==> src/rtl/param_stack.sv <==
// Parametrised LIFO stack with flags, occupancy count and sticky errors.
// Define PARAM_STACK_WATERMARK_EN to add the max_count high-water output.
module param_stack #(
    parameter int WIDTH = 8,
    parameter int DEPTH = 8,
    localparam int CW = $clog2(DEPTH + 1)
) (
    input  logic             clk,
    input  logic             rst,
    input  logic             push,
    input  logic [WIDTH-1:0] data_in,
    input  logic             pop,
    input  logic             clr_err,
    output logic [WIDTH-1:0] data_out,
    output logic             empty,
    output logic             full,
    output logic [CW-1:0]    count,
    output logic             overflow,
    output logic             underflow
`ifdef PARAM_STACK_WATERMARK_EN
    ,
    output logic [CW-1:0]    max_count
`endif
);

    localparam int AW = $clog2(DEPTH);
    localparam logic [CW-1:0] FULL_C = CW'(DEPTH);
    localparam logic [CW-1:0] ONE    = CW'(1);
    localparam logic [CW-1:0] TWO    = CW'(2);

    logic [WIDTH-1:0] mem [DEPTH];

    logic [CW-1:0]    cnt_q, cnt_n;
    logic [WIDTH-1:0] dout_q, dout_n;
    logic             ov_q, un_q;
    logic             ov_ev, un_ev;
    logic             wr_en;
    logic [AW-1:0]    wr_idx;
    logic [AW-1:0]    rd_idx;

    assign empty     = (cnt_q == '0);
    assign full      = (cnt_q == FULL_C);
    assign count     = cnt_q;
    assign data_out  = dout_q;
    assign overflow  = ov_q;
    assign underflow = un_q;

    // Entry just below the current top, exposed when popping
    assign rd_idx = AW'(cnt_q - TWO);

    always_comb begin
        cnt_n  = cnt_q;
        dout_n = dout_q;
        wr_en  = 1'b0;
        wr_idx = AW'(cnt_q);
        ov_ev  = 1'b0;
        un_ev  = 1'b0;
        if (push && pop && !empty) begin
            // Replace top in place; count unchanged
            wr_en  = 1'b1;
            wr_idx = AW'(cnt_q - ONE);
            dout_n = data_in;
        end else if (push && !full) begin
            wr_en  = 1'b1;
            wr_idx = AW'(cnt_q);
            cnt_n  = cnt_q + ONE;
            dout_n = data_in;
        end else if (push) begin
            ov_ev = 1'b1;
        end else if (pop && cnt_q == ONE) begin
            cnt_n  = '0;
            dout_n = '0;
        end else if (pop && !empty) begin
            cnt_n  = cnt_q - ONE;
            dout_n = mem[rd_idx];
        end else if (pop) begin
            un_ev = 1'b1;
        end
    end

    always_ff @(posedge clk) begin
        if (wr_en) mem[wr_idx] <= data_in;
    end

    always_ff @(posedge clk or posedge rst) begin
        if (rst) begin
            cnt_q  <= '0;
            dout_q <= '0;
            ov_q   <= 1'b0;
            un_q   <= 1'b0;
        end else begin
            cnt_q  <= cnt_n;
            dout_q <= dout_n;
            ov_q   <= ov_ev | (ov_q & ~clr_err);
            un_q   <= un_ev | (un_q & ~clr_err);
        end
    end

`ifdef PARAM_STACK_WATERMARK_EN
    logic [CW-1:0] max_q;

    assign max_count = max_q;

    always_ff @(posedge clk or posedge rst) begin
        if (rst) begin
            max_q <= '0;
        end else if (clr_err) begin
            max_q <= cnt_n;
        end else if (cnt_n > max_q) begin
            max_q <= cnt_n;
        end
    end
`else
    // No high-water tracking in this build
`endif

endmodule
==> config.mk <==
export PLATFORM = sky130hd
export DESIGN_NAME = param_stack
export DESIGN_NICKNAME = d
export VERILOG_FILES = /design/src/rtl/param_stack.sv
export SDC_FILE = /design/constraint.sdc
export NUM_CORES = 1
export LEC_CHECK = 0
export ABC_AREA = 1
export BUFFER_PORTS_ARGS = -buffer_cell sky130_fd_sc_hd__buf_2
export CORE_MARGIN = 3
export CORE_UTILIZATION = 55
export CTS_BUF_LIST = sky130_fd_sc_hd__clkbuf_16
export DETAILED_ROUTE_END_ITERATION = 8
export PLACE_DENSITY = 0.74
export SYNTH_ARGS = -nofsm -noshare
export SYNTH_HDL_FRONTEND = slang
export SYNTH_SLANG_ARGS = --single-unit
==> constraint.sdc <==
create_clock -name clk -period 7.7 [get_ports clk]
set_input_delay 1.925 -clock clk [delete_from_list [all_inputs] [get_ports clk]]
set_output_delay 1.925 -clock clk [all_outputs]
set_load 0.01 [all_outputs]
After elaboration in Yosys (flattened, before gate mapping)
Memories as Yosys holds them, arrays and structs flattened.
Index checks and enable logic that the tools add are counted.
{ "word_totals": {"memories": 1, "in_bits": 13, "ff_bits": 14, "elab_cells": 53, "mem_bits_rw": 64} }
{ "op_classes": {"n_reduce_logical": 12, "n_bitwise": 6, "mux": 23, "n_addsub": 3, "n_eq_ne": 4} }
{ "mem_list": {"columns": ["name", "depth", "width", "read_ports", "rd_clocked_by_memory_dff", "wr", "line_no", "rtl"], "rows": [
  ["mem", 8, 8, 1, 0, 1, "31", "logic [WIDTH-1:0] mem [DEPTH];"]
]} }
{ "op_table": {"columns": ["cell", "n"], "rows": [
  ["$mux W8", 5],
  ["$mux W4", 4],
  ["$mux W1", 13],
  ["$logic_and A1 B1 Y1", 5],
  ["$add A4 B1 Y4 const B", 1],
  ["$eq A4 B1 Y1 const B", 1],
  ["$eq A4 B4 Y1 const B", 1],
  ["$logic_not A4 Y1", 1],
  ["$reduce_bool A4 Y1", 1],
  ["$sub A4 B1 Y4 const B", 1],
  ["$mux W3", 1],
  ["$ne A3 B1 Y1 const B", 1],
  ["$reduce_and A3 Y1", 1],
  ["$reduce_bool A3 Y1", 1],
  ["$sub A3 B2 Y3 const B", 1],
  ["$and A1 B1 Y1", 2],
  ["$logic_not A1 Y1", 2],
  ["$ne A2 B1 Y1 const B", 1],
  ["$not A1 Y1", 2],
  ["$or A1 B1 Y1", 2],
  ["$reduce_and A2 Y1", 1]
]} }

Longest topological paths before layout
{ "depth": {"word_depth": 9, "mapped_depth": 12} }

Worst setup path before layout
No wires, ideal clock.
{ "synth_path": {"path_type": "register to output", "startpoint": "register cnt_q[1] (netlist: count[1])", "endpoint": "output full", "setup_slack_ns": 4.263, "path_stages_with_launch": 7, "arrival_time_ns": 1.512, "required_ns": 5.775, "path_cell_list": "dfrtp_1 > buf_2 > clkinv_1 > buf_2 > ha_1 > nand2_1 > nor2_1"} }
{ "synth_via": {"elab_chain_cells": 1} }
{ "synth_rtl": {"columns": ["item", "line_no", "rtl"], "rows": [
  ["start: declaration", "33", "logic [CW-1:0] cnt_q, cnt_n;"],
  ["start signal: assignment", "92", "cnt_q <= cnt_n;"],
  ["$eq A4 B4 Y1", "42", "assign full = (cnt_q == FULL_C);"],
  ["end: declaration", "16", "output logic full,"]
]} }
Every way passes these cells.

Worst setup path after layout
Same ends and word-level chain as after synthesis.

==> results.yml <==
outcome:
  status: "complete, no violations"
layout:
  area_growth_pct: 13.7
  drive_gt1_frac: 0.141
  fill_cells: 517
  layout.cells.non_filler: 546
  design_area_sq_mm: 0.00438
  diodes: 0
  fin_nets: 468
detailed_routing:
  vias: 2701
  drcViolationCount: 0
  dr.pass1.iters: 4
  postRouteAntennaNets: 0
  drtIter0Drc: 200
  routed_wl_um: 8200
  drt-wirelength-per-cell_um: 15.0
  vias_per_cell: 4.95
worst_hold_path:
  hp-class: "reg -> reg"
critical_path:
  crit_start: "count[1]$_DFFE_PP0P_"
  crit_type: "reg -> out"
  worst_r2r_endpoint: "mem[4][2]$_DFFE_PP_"
  crit_fanout: 22
  rrSetupSlack_ns: 4.22
  r2r_cells: 7
  timing.rr.start: "count[1]$_DFFE_PP0P_"
  cp-start-kind: "register"
  crit_path_end: "full"
  end_kind: "output pin"
  cp.arrival_ns: 2.61
  worst_ep_required_time_ns: 5.78
logic_synthesis:
  synth.distinct_cells: 25
  yosysSeqAreaShare: 0.590
  syn-num-nets: 441
  synth_top_area_frac: 0.499
  synth_warnings: 0
  synthTopCellsByArea: "edfxtp_1 (50%), nand2_1 (15%), dfrtp_1 (9.1%)"
  async_flop_share: 0.179
  synth-edff-count: 64
  ys_dominant_reg_cell: "edfxtp_1"
  synth_seq_cells: 78
  synth_top_cell_by_area: "edfxtp_1"
  synthCells: 421
  yosysMostFrequentCell: "nand2_1"
  syn_area_sq_mm: 0.00385
  synth_area_per_cell_sq_um: 9.15
  synth_commonest_cells: "nand2_1 (151), inv_1 (82), edfxtp_1 (64), nand3_1 (36), nor2_1 (17)"
die:
  fp-row-count: 29
  design.core.area_sq_mm: 0.00657
  start_util: 0.586
  chipWidth_um: 89.7
  ios: 29
  die_h_um: 89.7
  die_area_sq_mm: 0.00804
placed_design:
  pre_cts_ws_ns: 3.54
  dp_cells: 530
  portBuffers: 28
  placed_area_sq_mm: 0.00404
  place_congestion: 0.938
  place_hpwl_um: 5650
clocking:
  cts_setup_buffers: 0
  postCtsHoldBufs: 0
  clock_path_buffers: 2
  path_clk_slew_ns: 0.06
  cts_buffers: 9
  cts_resized: 0
  clock_latency_ns: 0.34
  root_buffer: "clkbuf_16"
  cts.sinks: 78
  h-tree-depth: 3
  cts_tree: "yes"
timing:
  tightest_slew_ns: 0.685
  setup_violations: 0
  final.setup.worst_slack_ns: 3.16
  report.final.slew_viol_count: 0
  fin_skew_ns: 0.0108
  setup_tns_ns: 0
  fmax_mhz: 220
  min_period_ns: 4.54
  hold_viol: 0
  maxSlewHeadroom: 0.542
  period_share: 0.589
  rsz0062_at_grt: "no"
grt:
  grt_pass1_vias: 2656
  grt_max_degree: 41
  grt_antenna_before_repair: 0
  grt.total_usage: 0.225
  overflow: 0
  grt_pass1_wl_um: 13000
pwr:
  power_density_mw_per_mm2: 400
  p_leak_nw: 2.13
  ir_worst_vdd_mv: 0.260
run:
  maxCapViolCount: 0
==> registers in the layout (all words and copies together) (netlist names) <==
signal	cells
underflow	1
mem	64
count	4
data_out	8
overflow	1
==> stage by stage <==
step	hold WS (ns)	total power, mW	util
final	0.512	1.75	0.667
after global routing	0.532	1.88	0.667
after CTS	0.519	1.76	0.667
after detailed placement	0.506	1.28	0.615
after global placement	0.502	1.27	0.615
after floorplan	0.549	1.12	-
==> worst max-delay path, stage by stage, from the launching register on <==
cell and delay (ns):
dfrtp_1 0.74, clkinv_1 0.69, ha_1 0.46, nand2_1 0.15
nor2_1 0.07, buf_2 0.16
==> power breakdown <==
part           switching (mW)  internal, mW
registers              0.0504         0.564
clock network           0.160         0.315
logic                   0.450         0.213
==> kinds of logic (layout without fill, tap and decap cells) <==
logic type      Yosys count  after routing  share of synthesized area
flops                    78             78                      0.590
xor+xnor                  4              4                    0.00910
buf+inv                 100            132                      0.105
fa+ha+maj                 7              7                     0.0227
simple gates            211            211                      0.235
compound gates           21             21                     0.0383
==> layer usage <==
metal	up-vias	share of wire	track usage
met5	-	0	0
met4	0	0.018	0.0785
met3	13	0.051	0.0511
met2	68	0.49	0.371
met1	1258	0.44	0.294
li1	1362	-	-
==> layout make-up <==
| type | count | area, sq um | share of cell area |
|---|---|---|---|
| clock buffers | 9 | 225 | 0.0514 |
| clock inverters | 7 | 113 | 0.0257 |
| inverters | 87 | 329 | 0.0751 |
| multi-input cells | 243 | 1180 | 0.269 |
| flip-flops and latches | 78 | 2270 | 0.519 |
| well taps | 93 | 116 | 0.0266 |
| repair buffers | 29 | 148 | 0.0337 |
==> worst min-delay path by stage <==
stage | end | slack, ns | startpoint | cells past startpoint
finish | data_out[2]$_DFFE_PP0P_ | 0.51 | data_out[2]$_DFFE_PP0P_ | 2
global route | data_out[2]$_DFFE_PP0P_ | 0.53 | data_out[2]$_DFFE_PP0P_ | 2
CTS | data_out[2]$_DFFE_PP0P_ | 0.52 | data_out[2]$_DFFE_PP0P_ | 2
detailed placement | data_out[2]$_DFFE_PP0P_ | 0.51 | data_out[2]$_DFFE_PP0P_ | 2
global placement | data_out[3]$_DFFE_PP0P_ | 0.50 | data_out[3]$_DFFE_PP0P_ | 2
floorplan | overflow$_DFF_PP0_ | 0.55 | overflow$_DFF_PP0_ | 2
==> placed cells by master (no fill, tap or decap) <==
master	n
nand2_4	2
nor2_1	17
nand2_1	151
nor2_2	1
inv_6	1
clkinv_1	1
nand4_4	1
xor2_1	3
ha_1	7
clkbuf_16	9
o21ai_4	1
inv_2	3
nand3_4	2
o22ai_1	1
edfxtp_1	64
buf_4	1
a21oi_2	8
inv_4	1
o21ai_1	2
xnor2_1	1
nand3_2	1
dfrtp_1	14
nand3_1	36
o21ai_0	9
inv_1	83
clkinv_2	2
buf_2	28
bufinv_16	3
Note: power is estimated with default switching activity, not from simulation.
